--- config.mk ---
export PLATFORM = sky130hd
export DESIGN_NAME = sram_arbiter
export DESIGN_NICKNAME = d
export VERILOG_FILES = /design/src/rtl/sram_arb_pkg.sv /design/src/rtl/rr_pick3.sv /design/src/rtl/sram_arbiter.sv
export SDC_FILE = /design/constraint.sdc
export NUM_CORES = 1
export LEC_CHECK = 0
export ABC_CLOCK_PERIOD_IN_PS = 3700
export BUFFER_PORTS_ARGS = -buffer_cell sky130_fd_sc_hd__buf_2
export CAP_MARGIN = 25
export CORE_AREA = 5 5 131 133
export DETAILED_ROUTE_END_ITERATION = 10
export DIE_AREA = 0 0 136 138
export HOLD_SLACK_MARGIN = 0.03
export SETUP_SLACK_MARGIN = 0.1
export SLEW_MARGIN = 40
export SYNTH_ARGS = -nofsm -noshare
export SYNTH_HDL_FRONTEND = slang
export SYNTH_SLANG_ARGS = --single-unit
export TNS_END_PERCENT = 5
--- constraint.sdc ---
create_clock -name clock -period 3.7 [get_ports clock]
set_input_delay 0.555 -clock clock [delete_from_list [all_inputs] [get_ports clock]]
set_output_delay 0.555 -clock clock [all_outputs]
set_load 0.01 [all_outputs]
--- src/rtl/sram_arb_pkg.sv ---
// Shared constants and id helpers for the three-port SRAM arbiter.
// Master i travels on the memory port under transaction id i+1; id 0 means idle.
package sram_arb_pkg;
  localparam int NMASTER = 3;
  localparam int ID_W    = 2;

  function automatic logic [ID_W-1:0] id_of(input logic [ID_W-1:0] m);
    return m + 1'b1;
  endfunction

  function automatic logic [ID_W-1:0] master_of(input logic [ID_W-1:0] id);
    return id - 1'b1;
  endfunction

  // One-hot master select for a returned id; id 0 selects nobody.
  function automatic logic [NMASTER-1:0] onehot_of_id(input logic [ID_W-1:0] id);
    logic [NMASTER-1:0] oh;
    oh = '0;
    if (id != '0) oh[master_of(id)] = 1'b1;
    return oh;
  endfunction
endpackage

--- src/rtl/rr_pick3.sv ---
// Combinational round-robin picker: the first requester found scanning
// ptr, ptr+1, ptr+2 (mod 3) wins.
module rr_pick3
  import sram_arb_pkg::*;
(
  input  logic [NMASTER-1:0] req,
  input  logic [ID_W-1:0]    ptr,
  output logic               gnt_valid,
  output logic [ID_W-1:0]    gnt
);
  logic [ID_W:0] slot;

  // Scan from the far end so the nearest requester to ptr is written last.
  always_comb begin
    gnt_valid = 1'b0;
    gnt       = '0;
    slot      = '0;
    for (int k = NMASTER - 1; k >= 0; k--) begin
      slot = {1'b0, ptr} + 3'(k);
      if (slot >= 3'(NMASTER)) slot = slot - 3'(NMASTER);
      if (req[slot[ID_W-1:0]]) begin
        gnt_valid = 1'b1;
        gnt       = slot[ID_W-1:0];
      end
    end
  end
endmodule

--- src/rtl/sram_arbiter.sv ---
// Round-robin arbiter sharing one burst SRAM controller port between three
// masters; requests are tagged with id i+1 and read words are steered back by id.
module sram_arbiter
  import sram_arb_pkg::*;
#(
  parameter int ADDR_W = 30,
  parameter int BURST  = 4
) (
  input  logic                      clock,
  input  logic                      rst_n,
  input  logic [NMASTER-1:0]        m_read,
  input  logic [NMASTER-1:0]        m_write,
  input  logic [NMASTER*ADDR_W-1:0] m_address,
  input  logic [NMASTER*32-1:0]     m_writedata,
  input  logic [NMASTER*4-1:0]      m_writedatamask,
  output logic [NMASTER-1:0]        m_waitrequest,
  output logic [31:0]               m_readdata,
  output logic [NMASTER-1:0]        m_readdatavalid,
  input  logic                      mem_waitrequest,
  output logic [ID_W-1:0]           mem_id,
  output logic [ADDR_W-1:0]         mem_address,
  output logic                      mem_read,
  output logic                      mem_write,
  output logic [31:0]               mem_writedata,
  output logic [3:0]                mem_writedatamask,
  input  logic [31:0]               mem_readdata,
  input  logic [ID_W-1:0]           mem_readdataid
);
  logic [NMASTER-1:0] req;
  logic [ID_W-1:0]    ptr, lgnt, pick_gnt, gnt, sel;
  logic               lock, pick_valid, gnt_valid;
  logic [NMASTER-1:0] gnt_onehot;

  logic [ADDR_W-1:0] addr_arr [NMASTER];
  logic [31:0]       wdata_arr[NMASTER];
  logic [3:0]        mask_arr [NMASTER];

  genvar gi;
  generate
    for (gi = 0; gi < NMASTER; gi++) begin : g_unpack
      assign addr_arr[gi]  = m_address[gi*ADDR_W +: ADDR_W];
      assign wdata_arr[gi] = m_writedata[gi*32 +: 32];
      assign mask_arr[gi]  = m_writedatamask[gi*4 +: 4];
    end
  endgenerate

  assign req = m_read | m_write;

  rr_pick3 u_pick (
    .req       (req),
    .ptr       (ptr),
    .gnt_valid (pick_valid),
    .gnt       (pick_gnt)
  );

  // A stalled grant stays pinned to lgnt so the controller sees a stable request.
  always_comb begin
    gnt_valid = 1'b0;
    gnt       = '0;
    if (rst_n) begin
      if (lock) begin
        gnt_valid = 1'b1;
        gnt       = lgnt;
      end else begin
        gnt_valid = pick_valid;
        gnt       = pick_gnt;
      end
    end
  end

  assign sel        = gnt_valid ? gnt : '0;
  assign gnt_onehot = gnt_valid ? (NMASTER'(1) << gnt) : '0;

  assign mem_id            = gnt_valid ? id_of(gnt) : '0;
  assign mem_address       = addr_arr[sel];
  assign mem_writedata     = wdata_arr[sel];
  assign mem_writedatamask = mask_arr[sel];
  assign mem_read          = gnt_valid & m_read[sel];
  assign mem_write         = gnt_valid & m_write[sel] & ~m_read[sel];
  assign m_waitrequest     = {NMASTER{mem_waitrequest}} | ~gnt_onehot;

  always_ff @(posedge clock) begin
    if (!rst_n) begin
      ptr             <= '0;
      lock            <= 1'b0;
      lgnt            <= '0;
      m_readdatavalid <= '0;
      m_readdata      <= '0;
    end else begin
      if (gnt_valid && !mem_waitrequest) begin
        ptr  <= (gnt == ID_W'(NMASTER - 1)) ? '0 : gnt + 1'b1;
        lock <= 1'b0;
      end else if (gnt_valid && mem_waitrequest && !lock) begin
        lock <= 1'b1;
        lgnt <= gnt;
      end
      m_readdatavalid <= onehot_of_id(mem_readdataid);
      if (mem_readdataid != '0) m_readdata <= mem_readdata;
    end
  end

  a_one_op: assert property (@(posedge clock) disable iff (!rst_n) (m_read & m_write) == '0);
  a_burst:  assert property (@(posedge clock) BURST > 0);
endmodule

Yosys cells after proc, flatten, opt, wreduce, memory -nomap -nowiden
Cells that the tools add are included.
- register bits: 40
- input bits: 241
- output and inout bits: 108
- logic and storage cells: 82
- $add $sub $neg: 7
- order comparisons: 10
- equality and inequality tests: 1
- shifts and indexed selects: 1
- mux-type cells: 38
- bitwise logic cells: 10
- reduce and logical (&&, ||, !) cells: 10
- operators by type and width (cell ; number):
    $bmux W32 S2 ; 1
    $mux W32 ; 2
    $bmux W30 S2 ; 1
    $mux W30 ; 2
    $mux W2 ; 11
    $lt A2 B3 Y1 const B ; 5
    $mux W1 ; 11
    $bmux W1 S2 ; 5
    $bmux W4 S2 ; 1
    $mux W4 ; 2
    $ge A3 B2 Y1 const B ; 2
    $or A3 B3 Y3 ; 2
    $sub A2 B2 Y2 const B ; 3
    $logic_and A1 B1 Y1 ; 4
    $reduce_and A2 Y1 ; 2
    $add A2 B1 Y3 const B ; 1
    $add A2 B2 Y3 const B ; 1
    $and A1 B1 Y1 ; 3
    $ge A3 B3 Y1 const B ; 1
    $mux W3 ; 1
    $not A1 Y1 ; 3
    $not A2 Y3 ; 1
    $not A3 Y3 ; 1
    $shl A1 B2 Y3 const A ; 1
    9 further kinds ; 10

Depth between registers and ports, before layout
- depth after elaboration: 15
- mapped depth: 14
- depth with buffers taken out: 10

Cells and area by module
Synthesis repeated with hierarchy kept, for this count alone.
- cell total of the unflattened synthesis: 460
- area total of the unflattened synthesis: 3278.1 um2
- modules (own cells, without submodules) (module ; instances ; cells each ; area each (um2) ; sequential area each (um2)):
    sram_arbiter ; 1 ; 433 ; 3086.7 ; 800.8
    rr_pick3 ; 1 ; 27 ; 191.4 ; 0.0

Worst setup path after synthesis
Ideal clock, no wire load.
- path kind: reg2out
- start: register ptr[0]
- end: output port mem_id[1]
- arrival time: 2.481 ns
- required time: 3.145 ns
- setup slack: 0.664 ns
- stages on the path, launching flop included: 12
- path buffers: 2
- cells stage by stage: dfxtp_1 > inv_1 > ha_1 > nor3b_2 > o221ai_2 > o41ai_4 > buf_2 > buf_2 > inv_2 > ha_1 > inv_1 > nor2_1
- cells in the longest elaborated chain, start to end: 12
- elaborated cells on any way between the ends: 29
- those cells by class: add/sub: 6; order compare: 3; mux: 20
- ends and longest elaborated chain (element ; RTL line ; text):
    start, declared ; sram_arbiter.sv:30 ; logic [ID_W-1:0] ptr, lgnt, pick_gnt, gnt, sel;
    start signal, assigned ; sram_arbiter.sv:91 ; ptr <= (gnt == ID_W'(NMASTER - 1)) ? '0 : gnt + 1'b1;
    $add A2 B2 Y3 ; rr_pick3.sv:19 ; slot = {1'b0, ptr} + 3'(k);
    $ge A3 B2 Y1 / $sub A2 B2 Y2 (equally long branches) ; rr_pick3.sv:20 ; if (slot >= 3'(NMASTER)) slot = slot - 3'(NMASTER);
    $mux W2 ; rr_pick3.sv:20 ;
    $bmux W1 S2 ; rr_pick3.sv:21 ; if (req[slot[ID_W-1:0]]) begin
    $mux W1 (implied by the code) ; rr_pick3.sv:21 ;
    $mux W2 (2 in series) ; rr_pick3.sv:21 ;
    $mux W2 * ; rr_pick3.sv:21 ;
    $mux W2 * ; sram_arbiter.sv:61 ; if (lock) begin
    $mux W2 * ; sram_arbiter.sv:60 ; if (rst_n) begin
    net gnt[1] ; sram_arbiter.sv:30 ;
    $add A2 B1 Y2 * ; sram_arb_pkg.sv:8 ; return m + 1'b1;
    $mux W2 * ; sram_arbiter.sv:74 ; assign mem_id = gnt_valid ? id_of(gnt) : '0;
    end, declared ; sram_arbiter.sv:20 ; output logic [ID_W-1:0] mem_id,
The timed path passes the listed nets; every way through them passes the cells marked *. The select of a mux whose other input is x is not followed.

Worst setup path in the final report
- start: register ptr[0]
- end: output port mem_writedata[23]
- cells in the longest elaborated chain, start to end: 15
- elaborated cells on any way between the ends: 32
- those cells by class: add/sub: 5; order compare: 3; mux: 23; bitwise: 1
- ends and longest elaborated chain (element ; RTL line ; text):
    $add A2 B2 Y3 ; rr_pick3.sv:19 ;
    $ge A3 B2 Y1 / $sub A2 B2 Y2 (equally long branches) ; rr_pick3.sv:20 ;
    $mux W2 ; rr_pick3.sv:20 ;
    $bmux W1 S2 ; rr_pick3.sv:21 ;
    $mux W1 (implied by the code) ; rr_pick3.sv:21 ;
    $mux W2 / $mux W1 (equally long branches) (3 in series) ; rr_pick3.sv:21 ;
    $mux W2 / $mux W1 (equally long branches) ; sram_arbiter.sv:61 ;
    $mux W2 / $mux W1 (equally long branches) ; sram_arbiter.sv:60 ;
    $mux W2 * ; sram_arbiter.sv:71 ; assign sel = gnt_valid ? gnt : '0;
    $not A2 Y3 (implied by the code) * ; sram_arbiter.sv:76 ; assign mem_writedata = wdata_arr[sel];
    $bmux W32 S2 * ; sram_arbiter.sv:76 ;
    $mux W32 (implied by the code) * (2 in series) ; sram_arbiter.sv:76 ;
    end, declared ; sram_arbiter.sv:24 ; output logic [31:0] mem_writedata,
Every way passes the cells marked *; elsewhere a longest branch is shown, timed or not. The select of a mux whose other input is x is not followed.

==> results.py <==
metrics = {
    "sta": {
        "slew_headroom_pct": 61.5,
        "fmax_mhz": 283,
        "clock-skew-final_ns": 0.000152,
        "hold_viol": 0,
        "rsz0062_at_grt": "true",
        "fin_setup_tns_ns": 0,
        "drv_slew": 0,
        "setup-violations-final": 0,
        "tightest_slew_ns": 0.577,
        "min_period_over_period_pct": 95.5,
        "fin_crit_ns": 3.53,
    },
    "outcome": {
        "status": "completed",
    },
    "clock_network": {
        "cts.path.max_buffers": 2,
        "cts_hold_buf": 0,
        "numCtsBuffers": 5,
        "cts.sinks": 40,
        "clk_pin_slew_worst_paths_ns": 0.06,
        "cts_tree": "done",
        "htreeDepth": 2,
        "root_buffer": "clkbuf_16",
        "clkLatencyLatePin_ns": 0.28,
    },
    "floorplanning": {
        "initial_core_util_pct": 20.3,
        "chipWidth_um": 136,
        "die-area_sq_um": 18800,
        "rows": 46,
        "core_sq_um": 15700,
        "die_height_um": 138,
        "io_pins": 349,
    },
    "logic_synthesis": {
        "yosysSeqAreaShare_pct": 25.1,
        "netlist_area_sq_um": 3190,
        "synth.net_count": 698,
        "synth_seq_cells": 40,
        "ys.flop_type": "dfxtp_1",
        "yosys_warnings": 0,
        "async_reset_ff_share_pct": 0,
        "syn_avg_cell_area_sq_um": 7.10,
        "synth-edff-count": 0,
        "synthCells": 450,
        "synth_cell_types": 40,
    },
    "place": {
        "port_buffers": 348,
        "gp_congestion": 0.931,
        "place_area_sq_um": 5120,
        "dpl.hpwl_um": 13800,
        "place_inst": 993,
    },
    "critical_path": {
        "reg2regPathDepth": 10,
        "crit_slowest_cell": "o41ai_4",
        "critical_path.max_stage_delay_ns": 0.56,
        "cpLargestDelayFamily": "compound AO/OA/AOI/OAI gates",
        "worst-path-max-fanout": 24,
        "critPathKind": "reg -> out",
        "critPathLaunchType": "register",
        "crit_cells": 10,
        "crit_path_cell_trace": "inv_1, ha_2, nor3b_4, o221ai_2, o41ai_4, and3_4, buf_12, nand2_1, o21ai_1, buf_2",
        "cp.arrival_ns": 2.98,
        "cp.required_ns": 3.14,
        "end_kind": "output pin",
        "worst-path-buf-inv": 3,
    },
    "pwr": {
        "power_leakage_nw": 3.02,
        "peakVddDrop_uv": 151,
        "p_per_area_nw_per_um2": 301,
    },
    "worst_hold_path": {
        "worstHoldPathType": "reg -> reg",
        "holdPathStages": 2,
    },
    "finish": {
        "fin_nets": 1038,
        "area_growth_pct": 68.7,
        "layout.cells.non_filler": 1007,
        "drive_gt1_share_pct": 49.4,
        "design_area_sq_um": 5390,
        "most-common-layout-cells": "349 x buf_2, 138 x nand2_1, 67 x mux2i_1",
        "n_antenna_cell": 0,
        "fillers": 1712,
        "final_common_cell": "buf_2",
    },
    "detailed_routing": {
        "routedWlPerCell_um": 16.2,
        "firstDrtPassIters": 4,
        "antenna_left": 0,
        "wl_um": 16400,
        "via_count": 4316,
        "routed_via_density": 4.29,
        "drcViolationCount": 0,
        "first_iter_violations": 141,
    },
    "global_routing": {
        "grt_overflow": 0,
        "antenna_found_initial": 1,
        "grt.total_usage_pct": 15.8,
        "grt_pass1_wl_um": 23500,
        "grt_max_degree": 49,
        "grt_pass1_vias": 4187,
    },
    "run": {
        "cap_violations": 0,
    },
}
sequential cells by signal, summed over array words and instances (netlist names):
name             count
ptr                  2
m_readdata          32
lgnt                 2
m_readdatavalid      3
lock                 1
logic make-up (layout without fill, tap and decap cells):
| kind of cell | count (synthesis) | in the layout | synth area share, % |
|---|---|---|---|
| mux | 67 | 67 | 21.0 |
| compound gates | 122 | 122 | 21.7 |
| simple gates | 170 | 171 | 21.9 |
| buf+inv | 44 | 384 | 7.52 |
| fa+ha+maj | 7 | 7 | 2.74 |
| flops | 40 | 40 | 25.1 |
cells in the mapped netlist, types with 4 or more instances:
cell type  instances  area, sq um
nand2_1          138          518
mux2i_1           67          671
o21ai_1           66          330
dfxtp_1           40          801
a21oi_1           35          175
clkbuf_1          16         60.1
nor2_1            11         41.3
buf_2              9         45.0
buf_6              8         90.1
inv_1              8         30.0
ha_1               7         87.6
o21ai_0            5         25.0
nand3_1            4         20.0
per-stage QoR:
stage	setup WS (ns)	utilization (%)	power, W	hold WS [ns]
2_1_floorplan	0.664	-	0.000808	0.461
3_3_place_gp	0.510	32.6	0.00113	0.437
3_5_place_dp	0.418	32.6	0.00113	0.441
4_1_cts	0.117	33.7	0.00164	0.450
5_1_grt	0.0995	34.3	0.00172	0.460
6_report	0.166	34.3	0.00162	0.445
path summary, 6_finish.rpt:
kind             startpoint                end  slack (ns)
max                  ptr[0]  mem_writedata[23]        0.17
min          m_readdata[16]     m_readdata[16]        0.44
max reg2reg          ptr[0]             ptr[0]        1.23
min reg2reg  m_readdata[16]     m_readdata[16]        0.44
per-layer routing:
metal | track usage [%] | part of all wire, % | vias up
met2 | 27.1 | 49 | 205
met4 | 4.03 | 2.3 | 2
met5 | 0 | 0.067 | -
li1 | - | - | 2223
met3 | 4.93 | 9.8 | 18
met1 | 19.1 | 39 | 1868
power breakdown:
group / internal, W / switching, W
clock network: 0.000320 / 0.000174
registers: 0.000457 / 0.0000124
logic: 0.000306 / 0.000352
total: 0.00108 / 0.000538
layout make-up:
type	count	area (sq um)	area share, %
Clock buffer	5	125	2.32
Clock inverter	3	46.3	0.859
Inverter	10	37.5	0.697
Multi-Input combinational cell	367	2180	40.5
Sequential cell	40	801	14.9
Tap cell	216	270	5.02
Timing Repair Buffer	366	1920	35.7
what timing repair did:
item | 4_1_cts | 5_1_grt
resized for setup | 0 | 6
endpoints found under the setup margin | 0 | 24
buffers inserted | 0 | 3
worst min-delay path: stages (launching register included):
cell	delay, ns
dfxtp_1	0.30
nand2_1	0.05
a21oi_1	0.05
(Power assumes the default switching activity.)
